[src/rtl/cdb_arbiter_pkg.sv]
// cdb_arbiter_pkg: shared widths and CDB source codes for the writeback arbiter
package cdb_arbiter_pkg;
    localparam int DATA_WIDTH = 32;
    localparam int ROB_LR_WIDTH = 4;
    localparam int MaxROB = 1 << ROB_LR_WIDTH;
    typedef enum logic {CDB_SRC_ALU = 1'b0, CDB_SRC_SLB = 1'b1} cdb_src_e;
endpackage

[src/rtl/cdb_fifo.sv]
// cdb_fifo: small power-of-two FIFO with flush, count and async reset
module cdb_fifo #(
    parameter int DEPTH = 2,
    parameter int W = 8,
    localparam int AW = $clog2(DEPTH),
    localparam int CW = AW + 1
) (
    input  logic          clk,
    input  logic          rst,
    input  logic          en,
    input  logic          flush,
    input  logic          push,
    input  logic          pop,
    input  logic [W-1:0]  din,
    output logic [W-1:0]  dout,
    output logic [CW-1:0] count
);
    logic [W-1:0] mem [DEPTH];
    logic [AW-1:0] wp, rp;
    assign dout = mem[rp];
    // storage write at the tail; contents need no reset since count gates use
    always_ff @(posedge clk)
        if (en && !flush && push) mem[wp] <= din;
    // pointers wrap naturally at DEPTH; flush empties without touching storage
    always_ff @(posedge clk or posedge rst)
        if (rst) begin
            wp <= '0;
            rp <= '0;
            count <= '0;
        end else if (en) begin
            if (flush) begin
                wp <= '0;
                rp <= '0;
                count <= '0;
            end else begin
                wp <= wp + AW'(push);
                rp <= rp + AW'(pop);
                count <= count + CW'(push) - CW'(pop);
            end
        end
endmodule

[src/rtl/cdb_arbiter.sv]
// cdb_arbiter: round-robin share of the ROB writeback CDB between RS and SLB; CDB_BYPASS_EN lets an idle source skip its FIFO
module cdb_arbiter
    import cdb_arbiter_pkg::*;
#(
    parameter int DATA_W = DATA_WIDTH,
    parameter int TAG_W = ROB_LR_WIDTH,
    parameter int FIFO_DEPTH = 2
) (
    input  logic              clk,
    input  logic              rst,
    input  logic              rdy,
    input  logic              Clear_flag,
    input  logic              alu_valid,
    output logic              alu_ready,
    input  logic [TAG_W-1:0]  alu_tag,
    input  logic [DATA_W-1:0] alu_value,
    input  logic [DATA_W-1:0] alu_jumppc,
    input  logic              alu_jumppc_vld,
    input  logic              slb_valid,
    output logic              slb_ready,
    input  logic [TAG_W-1:0]  slb_tag,
    input  logic [DATA_W-1:0] slb_value,
    output logic              cdb_valid,
    output logic [TAG_W-1:0]  cdb_tag,
    output logic [DATA_W-1:0] cdb_value,
    output logic [DATA_W-1:0] cdb_jumppc,
    output logic              cdb_jumppc_vld,
    output logic              cdb_src
);
    localparam int EW = TAG_W + 2 * DATA_W + 1;
    localparam int CW = $clog2(FIFO_DEPTH) + 1;
    logic [EW-1:0] a_in, s_in, a_head, s_head, a_sel, s_sel, g_ent;
    logic [CW-1:0] a_cnt, s_cnt;
    logic act, a_empty, s_empty, a_acc, s_acc, a_req, s_req;
    logic a_gnt, s_gnt, a_pop, s_pop, a_push, s_push;
    cdb_src_e rr_last;
    assign act = rdy & !Clear_flag;
    assign a_in = {alu_tag, alu_value, alu_jumppc, alu_jumppc_vld};
    assign s_in = {slb_tag, slb_value, {DATA_W{1'b0}}, 1'b0};
    assign alu_ready = act & (a_cnt < CW'(FIFO_DEPTH));
    assign slb_ready = act & (s_cnt < CW'(FIFO_DEPTH));
    assign a_empty = a_cnt == '0;
    assign s_empty = s_cnt == '0;
    assign a_acc = alu_valid & alu_ready;
    assign s_acc = slb_valid & slb_ready;
`ifdef CDB_BYPASS_EN
    assign a_req = !a_empty | a_acc;
    assign s_req = !s_empty | s_acc;
    assign a_sel = a_empty ? a_in : a_head;
    assign s_sel = s_empty ? s_in : s_head;
`else
    assign a_req = !a_empty;
    assign s_req = !s_empty;
    assign a_sel = a_head;
    assign s_sel = s_head;
`endif
    assign a_gnt = act & a_req & (!s_req | rr_last == CDB_SRC_SLB);
    assign s_gnt = act & s_req & !a_gnt;
    assign a_pop = a_gnt & !a_empty;
    assign s_pop = s_gnt & !s_empty;
    assign a_push = a_acc & !(a_gnt & a_empty);
    assign s_push = s_acc & !(s_gnt & s_empty);
    assign g_ent = s_gnt ? s_sel : a_sel;
    cdb_fifo #(.DEPTH(FIFO_DEPTH), .W(EW)) u_alu_fifo (
        .clk(clk), .rst(rst), .en(rdy), .flush(Clear_flag), .push(a_push), .pop(a_pop),
        .din(a_in), .dout(a_head), .count(a_cnt)
    );
    cdb_fifo #(.DEPTH(FIFO_DEPTH), .W(EW)) u_slb_fifo (
        .clk(clk), .rst(rst), .en(rdy), .flush(Clear_flag), .push(s_push), .pop(s_pop),
        .din(s_in), .dout(s_head), .count(s_cnt)
    );
    // registered CDB: flush suppresses grants so valid drops; fields hold when idle
    always_ff @(posedge clk or posedge rst)
        if (rst) begin
            cdb_valid <= 1'b0;
            cdb_tag <= '0;
            cdb_value <= '0;
            cdb_jumppc <= '0;
            cdb_jumppc_vld <= 1'b0;
            cdb_src <= 1'b0;
            rr_last <= CDB_SRC_SLB;
        end else if (rdy) begin
            cdb_valid <= a_gnt | s_gnt;
            if (a_gnt | s_gnt) begin
                {cdb_tag, cdb_value, cdb_jumppc, cdb_jumppc_vld} <= g_ent;
                cdb_src <= s_gnt;
                rr_last <= cdb_src_e'(s_gnt);
            end
        end
endmodule

[config.mk]
export PLATFORM = sky130hd
export DESIGN_NAME = cdb_arbiter
export DESIGN_NICKNAME = d
export VERILOG_FILES = /design/src/rtl/cdb_arbiter_pkg.sv /design/src/rtl/cdb_fifo.sv /design/src/rtl/cdb_arbiter.sv
export SDC_FILE = /design/constraint.sdc
export NUM_CORES = 1
export LEC_CHECK = 0
export CORE_MARGIN = 2
export CORE_UTILIZATION = 48
export DETAILED_ROUTE_END_ITERATION = 10
export GPL_ROUTABILITY_DRIVEN = 0
export GPL_TIMING_DRIVEN = 0
export HOLD_SLACK_MARGIN = 0.12
export PLACE_DENSITY = 0.76
export SLEW_MARGIN = 15
export SYNTH_ARGS = -nofsm -noshare
export SYNTH_HDL_FRONTEND = slang
export SYNTH_SLANG_ARGS = --single-unit
[constraint.sdc]
create_clock -name clk -period 3.5 [get_ports clk]
set_input_delay 0.7 -clock clk [delete_from_list [all_inputs] [get_ports clk]]
set_output_delay 0.7 -clock clk [all_outputs]
set_load 0.01 [all_outputs]
==> run_results.csv, run 1 <==
group,metric,value,unit
sta,finalCriticalPeriod,3.20,ns
power,power.density,735,nW/µm²
sta,finalHoldViolCount,0,
floorplan,row_count,55,
layout,diodes,0,
drt,wl_per_cell,19.5,µm
cts,cts_root_buf,"clkbuf_16",
power,p_leak,0.00541,µW
layout,fin_cells,1191,
critical_path,r2r_start,"u_alu_fifo.count[1]",
cts,cts_max_path_buffers,3,
synth,syn_area_per_cell,16.6,µm²
cts,clock_latency,0.53,ns
drt,wirelength,23200,µm
floorplan,die_y,155,µm
worst_hold_path,hold_end,"cdb_tag[1]",
global_route,grt_max_degree,56,
drt,drt_iter0_drc,346,
critical_path,cp_max_fo,7,
sta,fmax,313,MHz
floorplan,ios,184,
power,irDropWorstVdd,0.000526,V
floorplan,start_util,48.7,%
placed_design,io_buffers,182,
cts,numCtsBuffers,29,
sta,tns,0,ns
layout,num-nets-final,998,
critical_path,rrSetupSlack,0.82,ns
drt,drc,0,
synth,syn-instance-count,659,
synth,ys_warn_count,0,
sta,rsz0062_at_grt,"no",
drt,drt.antenna.violating_nets,0,
sta,fin_hold_ws,0.476,ns
cts,cts_hold_buf,0,
sta,period_share,91.4,%
layout,drive_gt1_share,14.6,%
cts,cts_setup_buffers,0,
global_route,grt_use_met2,32.9,%
global_route,grtUsageTotal,19.3,%
synth,synth_seq_cells,290,
critical_path,reg2reg_depth,11,
sta,fin_skew,0.00784,ns
synth,syn-num-nets,774,
job,cap_violations,0,
synth,synth_most_common_cell,"edfxtp_1",
drt,viasPerCell,5.23,
global_route,overflow,0,
critical_path,endpoint_kind,"output pin",
global_route,use_met3,5.99,%
sta,setup_viol_count_final,0,
global_route,busiest_layer,"met2",
placed_design,dp_cells,1137,
synth,ys_types,36,
placed_design,dp_hpwl,15500,µm
global_route,grt.met1_usage,24.8,%
cts,ctsResizeCount,0,
synth,yosys.area.top_type,"edfxtp_1",
sta,finalMaxSlewViolations,0,
synth,syn-cell-area,11000,µm²
worst_hold_path,hold_path_depth,2,
global_route,antenna_found_initial,0,
worst_hold_path,hp-class,"flip-flop to flip-flop",
critical_path,critPathKind,"primary input to output pin",
global_route,grt_pass1_vias,6639,
floorplan,die_area,24100,µm²
synth,synth.top_cell.area_share,57.5,%
drt,num_vias,6225,
critical_path,reg2reg_to,"u_alu_fifo.count[1]",
synth,synthArstFlopShare,27.6,%
critical_path,critical_path_arrival,2.50,ns
global_route,grt_pass1_wl,35900,µm
drt,dr.pass1.iters,4,
sta,relSlewSlack,44.0,%
layout,syn_to_final_growth,30.2,%
cts,cts_tree,"built",
synth,synthTopCellsByCount,"210 x edfxtp_1, 105 x mux2i_1, 79 x dfrtp_1, 71 x nand2_1, 63 x o21ai_0",
synth,synth_area_leaders,"edfxtp_1 58%, dfrtp_1 18%, mux2i_1 9.6%",
floorplan,core_area,22500,µm²
floorplan,die_w,155,µm
cts,cts.sinks,290,
worst_hold_path,hold_start,"cdb_tag[1]",
run_status,status,"complete, no violations",
critical_path,required,2.80,ns
cts,htreeDepth,1,
synth,ys_dominant_reg_cell,"edfxtp_1",
synth,synth_edf_count,210,
sta,worstMarginPinSlew,0.836,ns
synth,yosysSeqAreaShare,75.8,%
critical_path,start_kind,"primary input",
cts,path_clk_slew,0.06,ns
[report_power, final]
group | leakage (µW) | internal [µW] | total, µW | switching [µW]
logic | 0.00202 | 1510 | 2940 | 1430
clock network | 0.000482 | 1790 | 3030 | 1250
registers | 0.00291 | 4240 | 4510 | 269
total | 0.00541 | 7540 | 10500 | 2950
[routing by layer]
layer,share of wire (%),vias up
met5,0,-
met2,49,204
met1,42,3101
li1,-,2899
met4,1.2,0
met3,8.5,21
[worst max-delay path by stage]
stage                          start               endpoint  cells after the start
after global routing             rdy              alu_ready                      3
after CTS                        rdy              alu_ready                      3
final                            rdy              alu_ready                      3
after detailed placement         rdy    u_alu_fifo.count[1]                     12
after global placement           rdy  u_slb_fifo.mem[1][22]                      3
after floorplan           Clear_flag   u_slb_fifo.mem[0][0]                      3
[cell families (layout without fill, tap and decap cells)]
group	count (synthesis)	in the layout	synth area share (%)
xor gates and xnor gates	2	2	0.160
muxes	141	141	13.3
AOI/OAI and AO/OA	89	89	4.59
and+or+nand+nor	89	89	3.51
DFF	290	290	75.8
adders and majority gates	4	4	0.456
buffers and inverters	44	291	2.24
[cell type report]
| class | instances | area, µm² |
|---|---|---|
| plain buffers | 34 | 208 |
| clock buffers | 40 | 860 |
| clock inverters | 14 | 100 |
| fillers | 1587 | 8230 |
| inverters | 10 | 40.0 |
| multi-input cells | 325 | 2430 |
| flip-flops and latches | 290 | 8310 |
| well taps | 285 | 357 |
| repair buffers | 193 | 1970 |
[state kept, by name, indices dropped and copies added (netlist names)]
register / cells
rr_last: 1
cdb_value: 32
u_slb_fifo.count: 2
u_slb_fifo.mem: 72
cdb_jumppc_vld: 1
u_alu_fifo.count: 2
cdb_valid: 1
u_slb_fifo.wp: 1
u_alu_fifo.mem: 138
cdb_tag: 4
cdb_src: 1
u_alu_fifo.rp: 1
cdb_jumppc: 32
u_slb_fifo.rp: 1
u_alu_fifo.wp: 1
[worst max-delay path: stages]
cell	delay (ns)
clkdlybuf4s50_1	0.63
nor3b_1	0.50
clkdlybuf4s50_1	0.67
[through the flow]
stage	utilization [%]	worst slack (ns)	power (µW)	area (µm²)
2_1_floorplan	-	-0.511	6140	11000
3_3_place_gp	58.4	-3.06	7450	13100
3_5_place_dp	59.2	0.0158	7550	13300
4_1_cts	63.4	0.273	10600	14300
5_1_grt	63.4	0.171	11000	14300
6_report	63.4	0.302	10500	14300
[cells in the final DEF (no fill, tap or decap), types with 8 or more instances in the layout]
master,count
edfxtp_1,210
clkdlybuf4s50_1,182
mux2i_1,105
dfrtp_1,79
nand2_1,71
o21ai_0,63
mux2_2,36
clkbuf_16,31
buf_2,15
clkbuf_1,13
clkinv_2,10
buf_6,9
o21ai_1,9
buf_4,8
inv_1,8
Note: power is estimated with default switching activity, not from simulation.
==> run 2, diff against run 1 <==
--- a/config.mk
+++ b/config.mk
@@ -5,7 +5,7 @@
 export SDC_FILE = /design/constraint.sdc
 export NUM_CORES = 1
 export LEC_CHECK = 0
-export CORE_MARGIN = 2
+export CORE_MARGIN = 3
 export CORE_UTILIZATION = 48
 export DETAILED_ROUTE_END_ITERATION = 10
 export GPL_ROUTABILITY_DRIVEN = 0
==> run 2 against run 1 <==
Net effect:
- routed wire length increased by 1.1%
- flip-flop and latch count unchanged
- fmax decreased by 2.1%
- cell count decreased by 0.34%
- sequential power about the same
- power decreased by 2.7%
- first-iteration DRC count increased by 0.58%
- non-clock buffer count unchanged
- die area increased by 2.6%
- critical endpoint unchanged
- largest power group unchanged
==> run_results.csv, run 2 (synthesis gave the netlist of run 1 again) <==
group,metric,value,unit
layout,regMostFlops,"u_alu_fifo.mem",
sta,finalMaxSlewViolations,0,
placed_design,dp_hpwl,16000,µm
power,intPower,7290,µW
job,cap_violations,0,
critical_path,rrSetupSlack,0.85,ns
layout,syn_to_final_growth,29.0,%
layout,seqCellArea,8310,µm²
critical_path,path_buf_inv,2,
drt,wirelength,23400,µm
global_route,grtUsageTotal,18.8,%
layout,nFillCells,1617,
layout,fin_cells,1187,
layout,multi_input_area,2430,µm²
layout,layout_commonest_cell,"edfxtp_1",
power,total_power,10200,µW
drt,drt_iter0_drc,348,
floorplan,row_count,54,
placed_design,io_buffers,182,
global_route,grt_max_degree,53,
drt,viasPerCell,5.18,
power,switching_share,28.5,%
layout,drive_gt1_share,13.4,%
global_route,antenna_found_initial,0,
critical_path,critPathKind,"primary input to output pin",
floorplan,start_util,49.5,%
run_status,status,"complete, no violations",
drt,dr.pass1.iters,4,
drt,num_vias,6144,
worst_hold_path,hold_start,"cdb_jumppc[31]",
critical_path,start_kind,"primary input",
placed_design,place_area,13300,µm²
critical_path,critical_path_arrival,2.57,ns
power,power.density,722,nW/µm²
cts,cts_setup_buffers,0,
sta,worstMarginPinSlew,0.706,ns
critical_path,slowest_delay,0.66,ns
sta,finalHoldViolCount,0,
layout,final_core_util,63.8,%
worst_hold_path,hp-class,"flip-flop to flip-flop",
worst_hold_path,hold_path_depth,2,
placed_design,dp_cells,1132,
power,clkPwrFrac,26.9,%
global_route,overflow,0,
sta,period_share,93.4,%
sta,fmax,306,MHz
cts,cts_tree,"built",
critical_path,reg2reg_to,"u_alu_fifo.count[1]",
power,p_comb_share,28.8,%
layout,fin_area,14100,µm²
global_route,grt_pass1_wl,35600,µm
critical_path,reg2reg_depth,11,
sta,fin_skew,0.00863,ns
critical_path,crit_top_cell,"clkdlybuf4s50_1",
power,seqPwrFrac,44.3,%
layout,reg_top3,"u_alu_fifo.mem: 138 flops, u_slb_fifo.mem: 72 flops",
cts,cts_max_path_buffers,3,
cts,cts_root_buf,"clkbuf_16",
cts,cts_hold_buf,0,
power,irDropWorstVdd,0.000495,V
global_route,grt_pass1_vias,6526,
cts,path_clk_slew,0.06,ns
floorplan,die_y,157,µm
critical_path,r2r_start,"u_alu_fifo.count[1]",
cts,ctsResizeCount,0,
cts,htreeDepth,1,
sta,setup_viol_count_final,0,
placed_design,pre_cts_slack,0.0827,ns
sta,rsz0062_at_grt,"no",
power,p_sw,2910,µW
layout,largest_register_ffs,138,
floorplan,ios,184,
critical_path,slowest_stage,"clkdlybuf4s50_1",
worst_hold_path,hold_end,"cdb_jumppc[31]",
critical_path,required,2.80,ns
layout,mostFrequentLayoutCells,"210 x edfxtp_1, 182 x clkdlybuf4s50_1, 105 x mux2i_1",
power,p_leak,0.00534,µW
floorplan,die_area,24700,µm²
critical_path,endpoint_kind,"output pin",
sta,finalCriticalPeriod,3.27,ns
critical_path,crit_family,"buffers and inverters",
drt,drt.antenna.violating_nets,0,
cts,cts.sinks,290,
drt,wl_per_cell,19.7,µm
sta,fin_ws,0.232,ns
cts,clock_latency,0.53,ns
cts,numCtsBuffers,29,
floorplan,core_area,22200,µm²
critical_path,path_cells,"clkdlybuf4s50_1 -> nor3b_1 -> clkdlybuf4s50_1",
drt,drc,0,
critical_path,cp.depth,3,
critical_path,cp_max_fo,7,
floorplan,die_w,157,µm
layout,num-nets-final,998,
sta,relSlewSlack,52.9,%
## run 2: changes by cell type in the layout (fill, tap and decap cells not counted), sizes merged
cell / before / now
bufinv: 1 / 0
clkbuf: 50 / 48
clkinv: 11 / 14
clkinvlp: 1 / 0
diode: 0 / 2
## run 2: tightest hold or removal path, delay by kind of cell, from the launching register on
kind / cells / cell delay [ns]
compound gates: 1 / 0.06
flops: 1 / 0.34
simple gates: 1 / 0.05
## run 2: how the worst max path moves through the flow
stage	end	from
6_report	alu_ready	rdy
5_1_grt	alu_ready	rdy
4_1_cts	alu_ready	rdy
3_5_place_dp	u_alu_fifo.count[1]	rdy
3_3_place_gp	u_slb_fifo.mem[1][17]	rdy
2_1_floorplan	u_slb_fifo.mem[0][0]	Clear_flag
## run 2: area by class of cell
| type | count | share of cell area (%) |
|---|---|---|
| clock buffer | 38 | 5.44 |
| timing repair buffer | 193 | 13.8 |
| inverter | 10 | 0.283 |
| multi-input combinational | 325 | 17.2 |
| buffer | 34 | 1.47 |
| sequential | 290 | 58.7 |
| antenna | 2 | 0.0354 |
| clock inverter | 15 | 0.522 |
| tap | 280 | 2.48 |
## run 2: per-layer routing
metal | GRT usage, % | vias to the layer above | part of all wire, %
met5 | 0 | - | 0
met4 | 5.83 | 0 | 2.1
met3 | 2.50 | 34 | 4.5
met2 | 33.1 | 162 | 52
met1 | 24.5 | 3049 | 42
li1 | - | 2899 | -
## run 2: power by group through the flow
stage / Combinational, µW / Clock, µW / Sequential [µW]
CTS: 2990 / 2800 / 4520
global route: 3200 / 2970 / 4580
finish: 2940 / 2750 / 4520
global placement: 2870 / 0 / 4580
detailed placement: 2980 / 0 / 4580
floorplan: 1420 / 0 / 4720
## run 2: metrics by stage
stage               TNS, ns  hold slack (ns)
global route              0            0.488
finish                    0            0.479
floorplan            -36.82            0.491
CTS                       0            0.476
detailed placement        0            0.470
global placement    -323.86            0.460
